===== src/rtl/kpn_fifo_channel.sv =====
// Bounded FIFO channel carrying tokens between KPN processes, with registered full/empty/count.
// Optional feature macro KPN_FIFO_ERR_EN adds sticky overflow_err/underflow_err outputs.
module kpn_fifo_channel #(
    parameter int DATA_WIDTH = 16,
    parameter int DEPTH      = 8,
    parameter int ADDR_WIDTH = 3
) (
    input  logic                  clk,
    input  logic                  reset,
    input  logic                  wr,
    input  logic [DATA_WIDTH-1:0] data_in,
    input  logic                  rd,
    output logic [DATA_WIDTH-1:0] data_out,
    output logic                  full,
    output logic                  empty,
`ifdef KPN_FIFO_ERR_EN
    output logic [ADDR_WIDTH:0]   count,
    output logic                  overflow_err,
    output logic                  underflow_err
`else
    output logic [ADDR_WIDTH:0]   count
`endif
);

    localparam logic [ADDR_WIDTH:0] FULL_COUNT = (ADDR_WIDTH + 1)'(DEPTH);

    logic [DATA_WIDTH-1:0] mem [DEPTH];

    logic [ADDR_WIDTH-1:0] wr_ptr_q, wr_ptr_d;
    logic [ADDR_WIDTH-1:0] rd_ptr_q, rd_ptr_d;
    logic [ADDR_WIDTH:0]   count_q, count_d;
    logic [DATA_WIDTH-1:0] data_out_q, data_out_d;
    logic                  full_q, full_d;
    logic                  empty_q, empty_d;
    logic                  wr_ok, rd_ok;

    // Both strobes are qualified by the registered flags, so a read never frees a slot
    // for a same-cycle write, and a write is never bypassed to a same-cycle read.
    always_comb begin
        // NOTE: every _d gets a default first so no path leaves it unassigned (no latch).
        wr_ptr_d   = wr_ptr_q;
        rd_ptr_d   = rd_ptr_q;
        count_d    = count_q;
        data_out_d = data_out_q;

        wr_ok = wr && !full_q;
        rd_ok = rd && !empty_q;

        if (wr_ok) begin
            wr_ptr_d = wr_ptr_q + 1'b1;
        end
        if (rd_ok) begin
            rd_ptr_d   = rd_ptr_q + 1'b1;
            data_out_d = mem[rd_ptr_q];
        end

        if (wr_ok && !rd_ok) begin
            count_d = count_q + 1'b1;
        end else if (rd_ok && !wr_ok) begin
            count_d = count_q - 1'b1;
        end

        full_d  = (count_d == FULL_COUNT);
        empty_d = (count_d == '0);
    end

    always_ff @(posedge clk or posedge reset) begin
        // NOTE: non-blocking assignments so all state updates see pre-edge values.
        if (reset) begin
            wr_ptr_q   <= '0;
            rd_ptr_q   <= '0;
            count_q    <= '0;
            data_out_q <= '0;
            full_q     <= 1'b0;
            empty_q    <= 1'b1;
        end else begin
            wr_ptr_q   <= wr_ptr_d;
            rd_ptr_q   <= rd_ptr_d;
            count_q    <= count_d;
            data_out_q <= data_out_d;
            full_q     <= full_d;
            empty_q    <= empty_d;
        end
    end

    // NOTE: storage has no reset; a slot is only ever read after it has been written.
    always_ff @(posedge clk) begin
        if (wr_ok) begin
            mem[wr_ptr_q] <= data_in;
        end
    end

    assign data_out = data_out_q;
    assign full     = full_q;
    assign empty    = empty_q;
    assign count    = count_q;

`ifdef KPN_FIFO_ERR_EN
    logic overflow_err_q, overflow_err_d;
    logic underflow_err_q, underflow_err_d;

    always_comb begin
        overflow_err_d  = overflow_err_q  || (wr && full_q);
        underflow_err_d = underflow_err_q || (rd && empty_q);
    end

    always_ff @(posedge clk or posedge reset) begin
        if (reset) begin
            overflow_err_q  <= 1'b0;
            underflow_err_q <= 1'b0;
        end else begin
            overflow_err_q  <= overflow_err_d;
            underflow_err_q <= underflow_err_d;
        end
    end

    assign overflow_err  = overflow_err_q;
    assign underflow_err = underflow_err_q;
`endif

endmodule


===== config.mk =====
export PLATFORM = sky130hd
export DESIGN_NAME = kpn_fifo_channel
export DESIGN_NICKNAME = d
export VERILOG_FILES = /design/src/rtl/kpn_fifo_channel.sv
export SDC_FILE = /design/constraint.sdc
export NUM_CORES = 1
export LEC_CHECK = 0
export ABC_CLOCK_PERIOD_IN_PS = 8300
export CORE_UTILIZATION = 41
export DETAILED_ROUTE_END_ITERATION = 7
export PLACE_DENSITY_LB_ADDON = 0.05
export SLEW_MARGIN = 5
export SYNTH_ARGS = -nofsm -noshare
export SYNTH_HDL_FRONTEND = slang
export SYNTH_SLANG_ARGS = --single-unit
export TNS_END_PERCENT = 20

===== constraint.sdc =====
create_clock -name clk -period 8.3 [get_ports clk]
set_input_delay 1.66 -clock clk [delete_from_list [all_inputs] [get_ports clk]]
set_output_delay 1.66 -clock clk [all_outputs]
set_load 0.005 [all_outputs]

==> key figures <==
STA
  • Setup TNS: 0 ns
  • Least-Margin Pin Slew: approximately 0.88 ns
  • RSZ-0062 raised after global routing: false
  • Min Tclk post-route: between 3 and 4 ns
  • Final setup vio count: 0
  • Highest Clock Rate: 287 MHz
  • Fin. max-slew vios: 0
  • Slew headroom: 41.3%
  • Final Hold Viols: 0
  • Tcrit/Tclk final: 42.0%
  • Worst Skew: 0.0111 ns

Floorplanning
  • Core area: 14,500 sq um
  • I/O Pins: 42
  • Die width: approximately 120 um
  • Vert. Die Dim: 124 um
  • Row Count: 44
  • Full die area: around 15,000 sq um
  • Initial Utilization: between 40% and 50%

Critical path
  • Data required time at the worst endpoint: ~8.4 ns
  • Critical Path Source Type: primary input
  • Arrival time at the worst endpoint: 3.60 ns
  • Crit path kind: in2reg
  • Crit. End Element: register
  • R2r setup slk: 6.06 ns
  • Max FO, Critical Path: 12

Placed design
  • Dpl cells: 537
  • Count of input and output buffers: 41
  • Detail Placement HPWL: approximately 6500 um
  • Area post-placement: 6750 sq um
  • Gpl congestion: 0.726

Global routing
  • First-pass GRT wire length: 18,000 um
  • Initial antenna violation count: 0
  • All-layer global routing usage: between 15 and 20%
  • Vias in the first global route: between 3,000 and 4,000
  • Total grt overflow: 0
  • Largest net degree at the start of global routing: 39

Synthesis
  • Area share of the leading cell type in the synthesized netlist: 63.0%
  • Synth area leader: edfxtp_1
  • Most used DFF post-synth: edfxtp_1
  • Most frequent cell after synthesis: edfxtp_1
  • Post-synth ARST share: 17.9%
  • Avg Synthesized Cell Area: 19.3 sq um
  • Sequential share of the synthesized area: 74.5%
  • Syn Std Cell Area: 6100 sq um
  • Netlist cell types: 34
  • Post-synth EDFFs: between 100 and 150
  • #FFs+latches synth: 156
  • Top post-synthesis cells by area: edfxtp_1, mux4_2, dfrtp_1, mux2i_1, nand2_1
  • YS warnings: 0
  • Mapped Cells: between 300 and 400
  • Post-synth top cells: edfxtp_1, mux4_2, nand2_1, dfrtp_1
  • Post-Syn Nets: 340

Job
  • Max-cap viol count: 0

Status
  • Status: finished clean

Clocking
  • Htree depth: 4
  • Clock Latency Late Sink: between 0.4 and 0.5 ns
  • CTS Hold Bufs: 0
  • Clock transition at the registers of the reported paths: 0.06 ns
  • CTS buffer count: 17
  • PostCTS Resize Cnt: 0
  • CTS Buffer Depth: 2
  • Setup bufs post-CTS: 0
  • CTS root buffer: clkbuf_16
  • Sink Count: 156
  • TritonCTS clock tree: done

Power and ir drop
  • P per Cell Area: 355 nW/um^2
  • Maximum vdd drop: 0.000147 V
  • Static Leak: about 0.0025 uW
  • Total power: 2620 uW

Cells and area
  • Final Non-Filler Cells: 569
  • Finished Cell Area: 7360 sq um
  • Layout cells sized above 1: 22.3%
  • Nets: 396
  • Area grow syn2layout: 20.6%
  • Antenna fix cells: 0

Route
  • Detailed-route via count: 2,984
  • Starting DRC count in detailed routing: around 230
  • Final wirelength: 11,600 um
  • Mean routed wirelength per cell: 20.3 um
  • First-pass detailed-route iteration total: 4
  • Routed Antenna Nets: 0
  • Vias per std cell: 5.24
  • DRC Markers: 0

Worst hold path
  • Hold Crit Class: reg2reg
-- cells by family (layout without fill, tap and decap cells) --
logic type,count (synthesis),in the layout,synth area share [%]
mux,48,48,14.4
xor+xnor,6,6,0.861
flops,156,156,74.5
fa+ha+maj,4,4,0.820
buf+inv,21,90,2.11
compound gates,25,25,2.42
simple gates,56,56,4.88
-- routing by layer --
| layer | share of wire, % | wire [um] | global-route usage [%] | vias up |
|---|---|---|---|---|
| met1 | 47 | 5440 | 22.8 | 1549 |
| met4 | 1.4 | 157 | 7.14 | 0 |
| met5 | 0 | 0 | 0 | - |
| met3 | 3.3 | 378 | 3.89 | 13 |
| met2 | 48 | 5580 | 26.4 | 60 |
| li1 | - | - | - | 1362 |
-- cell type report --
type | count | area (sq um)
clock buffer | 19 | 433
tap | 184 | 230
sequential | 156 | 4550
timing repair buffer | 53 | 500
multi-input combinational | 139 | 1460
clock inverter | 13 | 174
inverter | 5 | 18.8
fill | 1209 | 7170
-- flip-flops by register name (all words and copies together) (netlist names) --
| signal | count |
|---|---|
| data_out | 16 |
| count | 4 |
| empty | 1 |
| wr_ptr_q | 3 |
| full | 1 |
| rd_ptr_q | 3 |
| mem | 128 |
-- where the power goes --
part / switching [uW] / internal (uW) / leakage [uW]
Combinational: 357 / 373 / 0.000735
Sequential: 75.6 / 1020 / 0.00150
Clock: 295 / 499 / 0.000288
-- worst max-delay path, stage by stage --
cell and delay, ns:
clkdlybuf4s50_1 0.47, nand2b_1 0.33, nor3_2 0.80, buf_4 0.33
-- worst paths after layout --
check | to | start | cells past startpoint
min in group asynchronous | data_out[6]$_DFFE_PP0P_ | reset | 3
min reg2reg | data_out[3]$_DFFE_PP0P_ | data_out[3]$_DFFE_PP0P_ | 2
min | data_out[3]$_DFFE_PP0P_ | data_out[3]$_DFFE_PP0P_ | 2
max in group asynchronous | empty$_DFF_PP1_ | reset | 3
max reg2reg | mem[3][6]$_DFFE_PP_ | full$_DFF_PP0_ | 3
max | mem[3][6]$_DFFE_PP_ | wr | 4
-- stage by stage --
step | setup WS (ns) | hold slack, ns | util (%)
global route | 4.69 | 0.517 | 50.6
CTS | 4.78 | 0.488 | 50.6
floorplan | 4.37 | 0.479 | -
finish | 4.81 | 0.480 | 50.6
detailed placement | 4.34 | 0.474 | 46.5
global placement | 4.41 | 0.467 | 46.5
-- placed cells by master, fill, tap and decap left out, drive strengths merged, types with 7 or more instances in the layout --
cell and n:
mux4 32, nor3 7, mux2i 16, nand2 28, o21ai 18, clkdlybuf4s50 41
edfxtp 128, clkbuf 19, buf 12, dfrtp 27
Power figures use the tool's default switching activity.
